$ cat src/rtl/clkdiv_pkg.sv
// clkdiv_pkg: shared constants and helpers for the multi-channel clock divider. Rev 1.0
`default_nettype none

package clkdiv_pkg;

  localparam int CLKDIV_DEFAULT_HALF = 4_999_999;
  localparam int CLKDIV_MAX_CH       = 16;

  // Width of a channel index; never narrower than one bit.
  function automatic int clkdiv_ch_w(input int n_ch);
    if (n_ch <= 2) return 1;
    return $clog2(n_ch);
  endfunction

endpackage

`default_nettype wire

$ cat src/rtl/clock_divider_channel.sv
// clock_divider_channel: one divided square output with boundary-aligned divisor reload.
// Optional o_tick-style rise strobe when CLKDIV_TICK_EN is defined. Rev 1.0
`default_nettype none

module clock_divider_channel import clkdiv_pkg::*; #(
  parameter int CNT_W        = 32,
  parameter int DEFAULT_HALF = CLKDIV_DEFAULT_HALF
) (
  input  logic             clk,
  input  logic             rst,
  input  logic             en,
  input  logic             cfg_we,
  input  logic [CNT_W-1:0] cfg_div,
  output logic             cfg_pend,
  output logic             clk_out
`ifdef CLKDIV_TICK_EN
  ,
  output logic             tick
`endif
);

  localparam logic [CNT_W-1:0] RST_HALF = CNT_W'(DEFAULT_HALF);

  logic [CNT_W-1:0] count;
  logic [CNT_W-1:0] active;
  logic [CNT_W-1:0] shadow;
  logic             boundary;

  assign boundary = en && (count == active);

  always_ff @(posedge clk or posedge rst) begin
    if (rst) begin
      count    <= '0;
      active   <= RST_HALF;
      shadow   <= RST_HALF;
      cfg_pend <= 1'b0;
      clk_out  <= 1'b0;
`ifdef CLKDIV_TICK_EN
      tick     <= 1'b0;
`endif
    end else if (!en) begin
      count   <= '0;
      clk_out <= 1'b0;
`ifdef CLKDIV_TICK_EN
      tick    <= 1'b0;
`endif
      // Idle channel: a write lands directly and supersedes any stale shadow.
      if (cfg_we) begin
        active   <= cfg_div;
        cfg_pend <= 1'b0;
      end
    end else if (boundary) begin
      count   <= '0;
      clk_out <= ~clk_out;
`ifdef CLKDIV_TICK_EN
      tick    <= ~clk_out;
`endif
      // A write in the boundary cycle wins over the older shadowed value.
      if (cfg_we) begin
        active   <= cfg_div;
        cfg_pend <= 1'b0;
      end else if (cfg_pend) begin
        active   <= shadow;
        cfg_pend <= 1'b0;
      end
    end else begin
      count <= count + CNT_W'(1);
`ifdef CLKDIV_TICK_EN
      tick  <= 1'b0;
`endif
      if (cfg_we) begin
        shadow   <= cfg_div;
        cfg_pend <= 1'b1;
      end
    end
  end

endmodule

`default_nettype wire

$ cat src/rtl/clock_divider_multi.sv
// clock_divider_multi: N_CH independent programmable clock dividers with a shared config port.
// Define CLKDIV_TICK_EN to add the per-channel o_tick rise strobe. Rev 1.0
`default_nettype none

module clock_divider_multi import clkdiv_pkg::*; #(
  parameter int N_CH         = 2,
  parameter int CNT_W        = 32,
  parameter int DEFAULT_HALF = CLKDIV_DEFAULT_HALF
) (
  input  logic                          i_clk,
  input  logic                          i_reset,
  input  logic [N_CH-1:0]               i_en,
  input  logic                          i_cfg_we,
  input  logic [clkdiv_ch_w(N_CH)-1:0]  i_cfg_ch,
  input  logic [CNT_W-1:0]              i_cfg_div,
  output logic [N_CH-1:0]               o_cfg_pend,
  output logic [N_CH-1:0]               o_clk
`ifdef CLKDIV_TICK_EN
  ,
  output logic [N_CH-1:0]               o_tick
`endif
);

  localparam int CH_W = clkdiv_ch_w(N_CH);

  logic [N_CH-1:0] ch_we;

  generate
    for (genvar c = 0; c < N_CH; c++) begin : g_ch
      // Out-of-range indices match no channel, so such writes fall away here.
      assign ch_we[c] = i_cfg_we && (i_cfg_ch == CH_W'(c));

      clock_divider_channel #(
        .CNT_W        (CNT_W),
        .DEFAULT_HALF (DEFAULT_HALF)
      ) u_channel (
        .clk      (i_clk),
        .rst      (i_reset),
        .en       (i_en[c]),
        .cfg_we   (ch_we[c]),
        .cfg_div  (i_cfg_div),
        .cfg_pend (o_cfg_pend[c]),
        .clk_out  (o_clk[c])
`ifdef CLKDIV_TICK_EN
        ,
        .tick     (o_tick[c])
`endif
      );
    end
  endgenerate

endmodule

`default_nettype wire

$ cat config.mk
export PLATFORM = sky130hd
export DESIGN_NAME = clock_divider_multi
export DESIGN_NICKNAME = d
export VERILOG_FILES = /design/src/rtl/clkdiv_pkg.sv /design/src/rtl/clock_divider_channel.sv /design/src/rtl/clock_divider_multi.sv
export SDC_FILE = /design/constraint.sdc
export NUM_CORES = 1
export LEC_CHECK = 0
export BUFFER_PORTS_ARGS = -buffer_cell sky130_fd_sc_hd__buf_2
export CORE_AREA = 5 5 160 162
export CTS_BUF_LIST = sky130_fd_sc_hd__clkbuf_4
export DETAILED_ROUTE_END_ITERATION = 12
export DIE_AREA = 0 0 165 167
export GPL_TIMING_DRIVEN = 0
export PLACE_DENSITY = 0.53
export SETUP_SLACK_MARGIN = 0.15
export SLEW_MARGIN = 0
export SYNTH_ARGS = -nofsm -noshare
export SYNTH_HDL_FRONTEND = slang
export SYNTH_SLANG_ARGS = --single-unit
$ cat constraint.sdc
create_clock -name i_clk -period 16.9 [get_ports i_clk]
set_input_delay 5.07 -clock i_clk [delete_from_list [all_inputs] [get_ports i_clk]]
set_output_delay 5.07 -clock i_clk [all_outputs]
set_load 0.01 [all_outputs]
# == Word-level counts from Yosys, hierarchy flattened ==
# Cells that the tools add are included.
# op_classes
mux,26
n_addsub,2
n_eq_ne,6
n_reduce_logical,14
n_bitwise,5
# ops
cell,n
two-way mux 32 bit,14
adder 32 x 1 -> 32 bit (second input constant),2
equality test 32 bit,2
two-way mux 1 bit,12
AND reduction 3 bit,4
nonzero test 2 bit,4
inequality test 3 x 1 -> 1 bit (second input constant),2
inverter 1 bit,5
logical AND 1 bit,4
inequality test 2 x 1 -> 1 bit (second input constant),2
AND reduction 2 bit,2
# totals
inputBits,38
out_inout_bits,4
elab_cells,63
ff_bits,196

# == Longest topological paths before layout ==
# Gate-level depths: netlist of the first run.
# depth
depth_word,5
depth_mapped,9
mapped_depth_nobuf,7

# == By module ==
# A second synthesis of the first run with hierarchy kept.
# hier_totals
cells_unflattened,758
hier_area_um2,9495.4
# modules_own_cells
module,cells_per_inst,area_each_um2,instances,seq_area_each_um2
clock_divider_channel,378,4739.5,2,2484.9
clock_divider_multi,2,16.3,1,0.0

# == Worst setup path after synthesis of the first run ==
# No wires, ideal clock.
# synth_timing
path_kind,input-to-reg
startpoint,input port i_cfg_ch
endpoint,register g_ch[1].u_channel.active[0]
cell_stages,6
required_ns,16.818
setup_ns,0.082
path_slack_ns,10.289
arrival_ns,6.529
path_buffers,2
cell_sequence,nand2_1 and2_1 clkbuf_1 clkbuf_1 mux2_2 mux2_2
# synth_via
elab_chain_cells,4
elab_cells_between_ends,7
classes_between,1 x eq/ne; 3 x mux; 3 x reduce/logical
# synth_lines
item,line_no,rtl
from (decl),clock_divider_multi.sv:14,"input logic [clkdiv_ch_w(N_CH)-1:0] i_cfg_ch,"
logical AND 1 bit *,clock_divider_multi.sv:31,assign ch_we[c] = i_cfg_we && (i_cfg_ch == CH_W'(c));
two-way mux 32 bit,clock_divider_channel.sv:59,if (cfg_we) begin
two-way mux 32 bit,clock_divider_channel.sv:52,end else if (boundary) begin
two-way mux 32 bit,clock_divider_channel.sv:41,end else if (!en) begin
to (signal assigned),clock_divider_channel.sv:49,active <= cfg_div;
to (signal assigned),clock_divider_channel.sv:60,active <= cfg_div;
to (signal assigned),clock_divider_channel.sv:63,active <= shadow;
to (decl),clock_divider_channel.sv:25,logic [CNT_W-1:0] active;
# Mark *: on every way between the ends. The rest lies on a longest branch, timed or not. The select of a mux whose other input is x is not followed.
# A chain may end at the register's enable or synchronous reset.

# == Worst setup path in the final report of the first run ==
# layout_timing
startpoint,input port i_cfg_ch
endpoint,register g_ch[1].u_channel.active[1]
# The elaborated chain is that of the path after synthesis.

==> impl_metrics.env, run 1 <==
export IMPL_grt_pass1_vias=6124
export IMPL_synth_edf_count=0
export IMPL_fp_dieW_microns=165
export IMPL_syn_area_sq_mm=0.00945
export IMPL_async_flop_share=1.00
export IMPL_cts_made_buffers=17
export IMPL_rows=57
export IMPL_io_pins=42
export IMPL_power_density_mw_per_mm2=101
export IMPL_drive_above_1_share=0.297
export IMPL_max_freq_mhz=152
export IMPL_worstRegToRegCells=8
export IMPL_synth_cells=824
export IMPL_worstSetupPathType="in2reg"
export IMPL_yosys_top_cells_area="dfrtp_1 (38%), dfstp_2 (14%), mux2_2 (13%)"
export IMPL_insertion_delay_ns=0.58
export IMPL_yosys_most_used_dff="dfrtp_1"
export IMPL_cp_max_fo=10
export IMPL_seq_area_sq_mm=0.00497
export IMPL_cp_start_kind="primary input"
export IMPL_cp_end_kind="flip-flop"
export IMPL_outcome="complete, no violations"
export IMPL_grt_max_degree=86
export IMPL_hold_viol_final=0
export IMPL_min_period_over_period=0.388
export IMPL_hold_buffers=0
export IMPL_yosysSeqAreaShare=0.526
export IMPL_fin_setup_tns_ns=0
export IMPL_worst_pin_slew_ns=0.773
export IMPL_drv_slew=0
export IMPL_clk_pin_slew_ns=0.18
export IMPL_p_switching_uw=307
export IMPL_num_vias=6086
export IMPL_cts_sinks=196
export IMPL_synth_nets=864
export IMPL_h_tree_depth=4
export IMPL_worst_slew_margin_rel=0.485
export IMPL_critPathLaunch="i_cfg_ch"
export IMPL_drt_antenna_violating_nets=0
export IMPL_hp_class="reg2reg"
export IMPL_skew_ns=0.0273
export IMPL_ctsResizeCount=0
export IMPL_setup_violations=0
export IMPL_p_clk_frac=0.253
export IMPL_drv_cap=0
export IMPL_nets=926
export IMPL_required_ns=17.45
export IMPL_cts_tree="yes"
export IMPL_die_area_sq_mm=0.0276
export IMPL_cts_root_buf="clkbuf_4"
export IMPL_dpl_hpwl_mm=15.7
export IMPL_p_sw_frac=0.293
export IMPL_cts_setup_buffers=0
export IMPL_hold_ws_ns=0.522
export IMPL_grt_total_usage=0.159
export IMPL_p_leak_nw=4.48
export IMPL_internal_power_uw=743
export IMPL_start_util=0.394
export IMPL_drt_drc_violations_left=0
export IMPL_synth_top_area_frac=0.381
export IMPL_cp_endpoint="g_ch[1].u_channel.active[1]"
export IMPL_die_h_microns=167
export IMPL_area_growth_pct=10.3
export IMPL_viasPerCell=4.97
export IMPL_fillCellCount=2391
export IMPL_antenna_found_initial=1
export IMPL_multi_input_area_sq_mm=0.00418
export IMPL_wirelength_mm=21.0
export IMPL_ir_drop_mv=0.0465
export IMPL_grt_pass1_wl_mm=34.2
export IMPL_cts_max_path_buffers=2
export IMPL_r2r_slack_ns=14.46
export IMPL_ys_ff_latch=196
export IMPL_avgRoutedWirePerCell_microns=17.1
export IMPL_timing_rr_start="g_ch[1].u_channel.active[3]"
export IMPL_crit_arrival_ns=7.11
export IMPL_grt_ovfl_total=0
export IMPL_place_congestion=0.806
export IMPL_rr_endpoint="g_ch[1].u_channel.active[12]"
export IMPL_p_seq_frac=0.578
export IMPL_yosysTopAreaCell="dfrtp_1"
export IMPL_period_needed_ns=6.56
export IMPL_synth_cell_types=30
export IMPL_drtIter0Drc=298
export IMPL_synth_avg_cell_area_sq_um=11.5
export IMPL_comb_power_share=0.169
export IMPL_coreArea_sq_mm=0.0240
export IMPL_dr_pass1_iters=5
export IMPL_grt_setup_unrepaired="no"
export IMPL_ys_warn_count=0
export IMPL_portBuffers=41
## layout make-up
class,count,share of cell area
antenna,1,0.000240
buffer,45,0.0222
clock buffer,17,0.0123
clock inverter,15,0.0161
inverter,17,0.00685
multi-input combinational,566,0.401
sequential,196,0.477
tap,324,0.0389
timing repair buffer,43,0.0250
## cell usage after synthesis (all sizes together), types with 12 or more instances
library cell,count
dfrtp,144
mux2,114
a21oi,90
xor2,89
nor2,69
dfstp,52
mux2i,41
buf,32
xnor2,27
nand3,25
nand2,23
nor4,21
nand4,18
inv,17
clkbuf,13
o21ai,12
## state kept, by name (all words and copies together), names as in the netlist
name,flops
g_ch.u_channel.count,64
g_ch.u_channel.active,64
g_ch.u_channel.shadow,64
g_ch.u_channel.cfg_pend,2
g_ch.u_channel.clk_out,2
## cell families after synthesis
| kind of cell | share of synthesized area |
|---|---|
| DFF | 0.526 |
| AOI/OAI and AO/OA | 0.0544 |
| xor gates and xnor gates | 0.108 |
| and+or+nand+nor | 0.0987 |
| muxes | 0.179 |
| adders and majority gates | 0.00265 |
| buffers and inverters | 0.0313 |
## worst max-delay path, cell delays in order
cell and delay, ns:
buf_2 0.10, nand2_1 0.24, and2_1 0.17, clkbuf_1 0.24
clkbuf_1 0.59, mux2_2 0.43, mux2_2 0.27
## layer usage
metal / routed length (microns) / part of all wire / track usage / vias to the layer above
met5: 0 / 0 / 0 / -
met4: 320 / 0.015 / 0.0412 / 0
met3: 394 / 0.019 / 0.0292 / 16
met2: 10300 / 0.49 / 0.255 / 64
met1: 9970 / 0.48 / 0.223 / 3009
li1: - / - / - / 2997
## power groups by stage
stage	combinational [mW]	clock (mW)	sequential, mW
2_1_floorplan	0.135	0	0.602
3_3_place_gp	0.177	0	0.615
3_5_place_dp	0.181	0	0.617
4_1_cts	0.182	0.276	0.608
5_1_grt	0.199	0.295	0.617
6_report	0.177	0.266	0.607
## cells in the final DEF, fill, tap and decap left out, types with 2 or more instances in the layout
cell type / count
dfrtp_1: 144
mux2_2: 110
a21oi_1: 90
xor2_1: 89
nor2_1: 69
buf_2: 61
dfstp_2: 52
mux2i_1: 41
xnor2_1: 27
nand3_1: 25
nand2_1: 23
nor4_1: 20
nand4_1: 18
clkbuf_4: 17
inv_1: 16
clkbuf_1: 13
o21ai_0: 10
or3_1: 10
nor3_1: 10
and2_1: 7
buf_4: 6
and3_1: 5
buf_1: 4
inv_8: 4
mux2_1: 4
inv_6: 4
and4_1: 2
buf_6: 2
ha_1: 2
clkinv_2: 2
clkinv_4: 2
bufinv_16: 2
buf_16: 2
## stage by stage
stage	setup WS, ns	instances	util	area, sq um	total power, mW
after floorplan	6.58	824	-	9450	0.737
after global placement	3.90	1189	0.420	10100	0.792
after detailed placement	9.69	1191	0.422	10100	0.798
after CTS	10.37	1223	0.435	10400	1.07
after global routing	10.34	1224	0.435	10400	1.11
final	10.34	1224	0.435	10400	1.05
## how the worst min path moves through the flow
stage | from | end | cells after the start
finish | g_ch[1].u_channel.shadow[12] | g_ch[1].u_channel.shadow[12] | 1
floorplan | g_ch[1].u_channel.shadow[10] | g_ch[1].u_channel.shadow[10] | 1
CTS | g_ch[1].u_channel.shadow[15] | g_ch[1].u_channel.shadow[15] | 1
detailed placement | g_ch[1].u_channel.shadow[15] | g_ch[1].u_channel.shadow[15] | 1
global placement | g_ch[1].u_channel.shadow[6] | g_ch[1].u_channel.shadow[6] | 1
global route | g_ch[1].u_channel.shadow[21] | g_ch[1].u_channel.shadow[21] | 1
(Power assumes the default switching activity.)
==> inputs of run 2 (changes only) <==
==> constraint.sdc (replaced) <==
create_clock -name i_clk -period 6.5 [get_ports i_clk]
set_input_delay 1.95 -clock i_clk [delete_from_list [all_inputs] [get_ports i_clk]]
set_output_delay 1.95 -clock i_clk [all_outputs]
set_load 0.01 [all_outputs]
==> run 2 against run 1 <==
  * Clock skew up 0.0046 ns
  * Sequential power rose to 2.6 times the previous value
  * Via count down 0.49%
  * Worst hold slack better by 0.0036 ns
  * Largest power group unchanged
==> impl_metrics.env, run 2 (synthesis results as in run 1) <==
export IMPL_die_area_sq_mm=0.0276
export IMPL_fillCellCount=2327
export IMPL_dpl_hpwl_mm=16.2
export IMPL_seq_area_sq_mm=0.00497
export IMPL_skew_ns=0.0319
export IMPL_grt_max_degree=41
export IMPL_multi_input_area_sq_mm=0.00418
export IMPL_cts_setup_buffers=0
export IMPL_drive_above_1_share=0.300
export IMPL_antenna_found_initial=1
export IMPL_period_needed_ns=3.40
export IMPL_io_pins=42
export IMPL_drtIter0Drc=294
export IMPL_mostFrequentLayoutCell="dfrtp_1"
export IMPL_final_cell_mix="dfrtp_1 (144), mux2_2 (110), a21oi_1 (90)"
export IMPL_cts_sinks=196
export IMPL_hold_buffers=0
export IMPL_grt_setup_unrepaired="no"
export IMPL_hold_ws_ns=0.526
export IMPL_cts_max_path_buffers=2
export IMPL_place_congestion=0.765
export IMPL_clk_pin_slew_ns=0.17
export IMPL_drv_cap=0
export IMPL_drt_drc_violations_left=0
export IMPL_worst_pin_slew_ns=0.800
export IMPL_insertion_delay_ns=0.60
export IMPL_power_density_mw_per_mm2=259
export IMPL_max_freq_mhz=294
export IMPL_crit_arrival_ns=3.93
export IMPL_num_vias=6056
export IMPL_drv_slew=0
export IMPL_ctsResizeCount=0
export IMPL_grt_pass1_wl_mm=35.4
export IMPL_h_tree_depth=4
export IMPL_setup_violations=0
export IMPL_portBuffers=41
export IMPL_start_util=0.394
export IMPL_cts_tree="yes"
export IMPL_cp_max_fo=10
export IMPL_grt_pass1_vias=6240
export IMPL_viasPerCell=4.94
export IMPL_p_leak_nw=4.48
export IMPL_post_route_cell_area_sq_mm=0.0104
export IMPL_cp_start_kind="primary input"
export IMPL_cp_end_kind="flip-flop"
export IMPL_fin_setup_tns_ns=0
export IMPL_hp_class="reg2reg"
export IMPL_fp_dieW_microns=165
export IMPL_wirelength_mm=21.5
export IMPL_cts_made_buffers=17
export IMPL_grt_ovfl_total=0
export IMPL_drt_antenna_violating_nets=0
export IMPL_worstSetupPathType="in2reg"
export IMPL_avgRoutedWirePerCell_microns=17.5
export IMPL_rows=57
export IMPL_min_period_over_period=0.522
export IMPL_hold_viol_final=0
export IMPL_grt_total_usage=0.165
export IMPL_required_ns=7.04
export IMPL_reg_largest_list="g_ch.u_channel.active x64, g_ch.u_channel.count x64, g_ch.u_channel.shadow x64"
export IMPL_dr_pass1_iters=4
export IMPL_area_growth_pct=10.6
export IMPL_cts_root_buf="clkbuf_4"
export IMPL_dpl_cell_area_sq_mm=0.0102
export IMPL_worst_slew_margin_rel=0.466
export IMPL_outcome="complete, no violations"
export IMPL_nets=929
export IMPL_coreArea_sq_mm=0.0240
export IMPL_die_h_microns=167
export IMPL_ir_drop_mv=0.119
[run 2: changes by cell type in the layout (fill, tap and decap cells not counted), moves of 2 or more]
cell,change
buf_16,-2
inv_6,-4
clkinvlp_4,+3
inv_8,+2
buf_12,+5
bufinv_16,-2
clkinv_8,+2
[run 2: cell type report]
| class | count | area share |
|---|---|---|
| clock inverters | 14 | 0.0139 |
| inverters | 17 | 0.00647 |
| clock buffers | 18 | 0.0129 |
| flip-flops and latches | 196 | 0.476 |
| diodes | 1 | 0.000240 |
| plain buffers | 45 | 0.0222 |
| multi-input cells | 566 | 0.400 |
| repair buffers | 46 | 0.0292 |
| well taps | 324 | 0.0388 |
[run 2: per-layer routing]
metal,global-route usage,vias to the layer above,wire [microns],part of all wire
met2,0.266,41,10700,0.50
met4,0.0412,0,319,0.015
met3,0.0262,20,383,0.018
li1,-,2994,-,-
met5,0,-,0,0
met1,0.232,3001,10100,0.47
[run 2: final timing paths]
path	start	to	slack, ns	cells past startpoint
max	i_cfg_ch	g_ch[1].u_channel.active[1]	3.10	7
min	g_ch[1].u_channel.shadow[7]	g_ch[1].u_channel.shadow[7]	0.53	1
max reg2reg	g_ch[0].u_channel.count[0]	g_ch[0].u_channel.count[28]	4.01	6
min reg2reg	g_ch[1].u_channel.shadow[7]	g_ch[1].u_channel.shadow[7]	0.53	1
max in group asynchronous	i_reset	g_ch[0].u_channel.active[4]	4.22	4
min in group asynchronous	i_reset	g_ch[1].u_channel.shadow[16]	1.36	2
[run 2: report_power, final]
group / switching, mW / internal [mW]
combinational: 0.229 / 0.238
sequential: 0.122 / 1.46
clock: 0.480 / 0.177
[run 2: through the flow]
step           cells  power, mW  setup WS [ns]  utilization
3_3_place_gp    1189       2.06          0.564        0.420
3_5_place_dp    1194       2.08           2.46        0.424
4_1_cts         1226       2.74           3.11        0.436
5_1_grt         1227       2.86           3.04        0.436
6_report        1227       2.70           3.10        0.436
2_1_floorplan    824       1.92           2.06            -
[run 2: worst max-delay path, cell delays in order]
cell,delay [ns]
buf_2,0.10
nand2_1,0.21
and2_1,0.16
clkbuf_1,0.25
clkbuf_1,0.56
mux2_2,0.43
mux2_2,0.27
==> inputs of run 3 (changes only) <==
--- a/config.mk
+++ b/config.mk
@@ -5,11 +5,12 @@
 export SDC_FILE = /design/constraint.sdc
 export NUM_CORES = 1
 export LEC_CHECK = 0
+export ABC_AREA = 1
 export BUFFER_PORTS_ARGS = -buffer_cell sky130_fd_sc_hd__buf_2
-export CORE_AREA = 5 5 160 162
+export CORE_AREA = 5 5 169 171
 export CTS_BUF_LIST = sky130_fd_sc_hd__clkbuf_4
 export DETAILED_ROUTE_END_ITERATION = 12
-export DIE_AREA = 0 0 165 167
+export DIE_AREA = 0 0 174 176
 export GPL_TIMING_DRIVEN = 0
 export PLACE_DENSITY = 0.53
 export SETUP_SLACK_MARGIN = 0.15
==> constraint.sdc (replaced) <==
create_clock -name i_clk -period 3.2 [get_ports i_clk]
set_input_delay 0.96 -clock i_clk [delete_from_list [all_inputs] [get_ports i_clk]]
set_output_delay 0.96 -clock i_clk [all_outputs]
set_load 0.01 [all_outputs]
==> run 3 against run 2 <==
  * Clock-buffer cell count is the same
  * Power grew 97%
  * Largest cell class unchanged
  * Register-to-register slack lost 2.9 ns
  * Via count grew 41%
  * Wire length grew 29%
  * Design area grew 9.9%
  * Synthesized cell count grew 54%
==> impl_metrics.env, run 3 <==
export IMPL_outcome="complete, no violations"
export IMPL_portBuffers=39
export IMPL_cpPeakStageDelay_ns=0.46
export IMPL_timing_rr_start="g_ch[0].u_channel.count[0]"
export IMPL_io_pins=42
export IMPL_skew_ns=0.0222
export IMPL_synth_avg_cell_area_sq_um=8.29
export IMPL_setup_violations=0
export IMPL_insertion_delay_ns=0.58
export IMPL_async_flop_share=1.00
export IMPL_ys_warn_count=0
export IMPL_required_ns=2.24
export IMPL_cts_tree="yes"
export IMPL_drt_drc_violations_left=0
export IMPL_yosysMostFrequentCell="nand2_1"
export IMPL_die_area_sq_mm=0.0306
export IMPL_place_congestion=0.823
export IMPL_mostFrequentLayoutCell="nand2_1"
export IMPL_drv_slew=0
export IMPL_ctsResizeCount=0
export IMPL_h_tree_depth=4
export IMPL_cts_setup_buffers=0
export IMPL_hold_viol_final=0
export IMPL_hold_ws_ns=0.401
export IMPL_dpl_hpwl_mm=20.9
export IMPL_area_growth_pct=9.03
export IMPL_synth_commonest_cells="nand2_1 (423), dfrtp_1 (144), nor2_1 (119)"
export IMPL_die_h_microns=176
export IMPL_dr_pass1_iters=5
export IMPL_coreArea_sq_mm=0.0267
export IMPL_drv_cap=0
export IMPL_avgRoutedWirePerCell_microns=16.4
export IMPL_nets=1373
export IMPL_preCtsSetupSlack_ns=0.532
export IMPL_grt_max_degree=40
export IMPL_cp_end_kind="output port"
export IMPL_grt_setup_unrepaired="no"
export IMPL_cp_start_kind="flip-flop"
export IMPL_clk_pin_slew_ns=0.16
export IMPL_dp_cells=1655
export IMPL_ir_drop_mv=0.183
export IMPL_grt_pass1_vias=8266
export IMPL_grt_ovfl_total=0
export IMPL_worst_slew_margin_rel=0.519
export IMPL_r2r_slack_ns=1.14
export IMPL_yosys_top_cells_area="dfrtp_1 (34%), nand2_1 (15%), dfstp_2 (13%)"
export IMPL_num_vias=8512
export IMPL_viasPerCell=5.04
export IMPL_synth_cell_types=31
export IMPL_syn_area_sq_mm=0.0105
export IMPL_grt_pass1_wl_mm=45.0
export IMPL_worst_pin_slew_ns=0.721
export IMPL_rr_endpoint="g_ch[0].u_channel.count[28]"
export IMPL_final_cell_mix="nand2_1 (423), dfrtp_1 (144), nor2_1 (119)"
export IMPL_cp_cell_sequence="buf_4 -> buf_2"
export IMPL_yosysSeqAreaShare=0.472
export IMPL_hp_class="in2async"
export IMPL_hold_buffers=0
export IMPL_reg_largest_list="g_ch.u_channel.active x64, g_ch.u_channel.count x64, g_ch.u_channel.shadow x64"
export IMPL_final_cell_count_no_fill=1688
export IMPL_min_period_over_period=0.708
export IMPL_drtIter0Drc=563
export IMPL_period_needed_ns=2.27
export IMPL_wirelength_mm=27.7
export IMPL_finalPower_mw=5.32
export IMPL_synth_edf_count=0
export IMPL_synth_nets=1310
export IMPL_max_freq_mhz=441
export IMPL_synth_cells=1270
export IMPL_rows=60
export IMPL_drt_antenna_violating_nets=0
export IMPL_post_route_util=0.430
export IMPL_synth_top_area_frac=0.342
export IMPL_cp_num_buf_inv=2
export IMPL_worstRegToRegCells=10
export IMPL_fillCellCount=2743
export IMPL_fp_dieW_microns=174
export IMPL_slowest_stage="dfrtp_1"
export IMPL_yosysTopAreaCell="dfrtp_1"
export IMPL_antenna_found_initial=1
export IMPL_crit_family="flip-flops"
export IMPL_p_leak_nw=5.32
export IMPL_drive_above_1_share=0.180
export IMPL_finalWorstSetupSlack_ns=0.935
export IMPL_cts_sinks=196
export IMPL_grt_total_usage=0.183
export IMPL_cts_made_buffers=17
export IMPL_ys_ff_latch=196
export IMPL_start_util=0.394
export IMPL_crit_arrival_ns=1.31
export IMPL_worstSetupPathType="reg2out"
export IMPL_power_density_mw_per_mm2=463
export IMPL_cp_max_fo=3
export IMPL_cts_root_buf="clkbuf_4"
export IMPL_cts_max_path_buffers=2
export IMPL_yosys_most_used_dff="dfrtp_1"
==> run 3: layout make-up <==
| cell class | instances | area (sq um) | area share |
|---|---|---|---|
| Timing Repair Buffer | 44 | 295 | 0.0257 |
| Tap cell | 341 | 427 | 0.0372 |
| Multi-Input combinational cell | 936 | 4940 | 0.431 |
| Buffer | 70 | 363 | 0.0316 |
| Inverter | 68 | 259 | 0.0226 |
| Antenna cell | 1 | 2.50 | 0.000218 |
| Clock buffer | 18 | 135 | 0.0118 |
| Clock inverter | 14 | 87.6 | 0.00763 |
| Sequential cell | 196 | 4970 | 0.433 |
==> run 3: routing by layer <==
layer | track usage | up-vias | share of wire
li1 | - | 4230 | -
met1 | 0.285 | 4098 | 0.53
met2 | 0.271 | 161 | 0.43
met3 | 0.0244 | 23 | 0.037
met4 | 0.0426 | 0 | 0.011
met5 | 0 | - | 0
==> run 3: cell families (layout without fill, tap and decap cells) <==
family / after synthesis / after routing / synth area share
and+or+nand+nor: 766 / 766 / 0.314
other: 0 / 1 / 0
muxes: 64 / 64 / 0.0684
DFF: 196 / 196 / 0.472
adders and majority gates: 2 / 2 / 0.00238
AOI/OAI and AO/OA: 8 / 8 / 0.00475
buffers and inverters: 138 / 214 / 0.0587
xor gates and xnor gates: 96 / 96 / 0.0798
==> run 3: worst max path at each step <==
stage | start | endpoint | slack (ns) | cells after the start
3_5_place_dp | i_cfg_ch | g_ch[0].u_channel.active[6] | 0.53 | 8
4_1_cts | g_ch[1].u_channel.cfg_pend | o_cfg_pend[1] | 0.87 | 2
6_report | g_ch[1].u_channel.cfg_pend | o_cfg_pend[1] | 0.93 | 2
3_3_place_gp | i_reset | g_ch[1].u_channel.count[5] | -1.78 | 2
5_1_grt | g_ch[1].u_channel.cfg_pend | o_cfg_pend[1] | 0.84 | 2
2_1_floorplan | i_reset | g_ch[0].u_channel.active[10] | -0.25 | 1
==> run 3: power by group <==
part / switching (mW) / internal (mW) / leakage [nW]
Clock: 0.894 / 0.311 / 0.121
Sequential: 0.217 / 2.89 / 2.44
Combinational: 0.562 / 0.446 / 2.76
==> run 3: through the flow <==
| stage | cell area, sq um | TNS, ns |
|---|---|---|
| after global routing | 11500 | 0 |
| after detailed placement | 11300 | 0 |
| final | 11500 | 0 |
| after global placement | 11200 | -291.66 |
| after CTS | 11500 | 0 |
| after floorplan | 10500 | -35.99 |
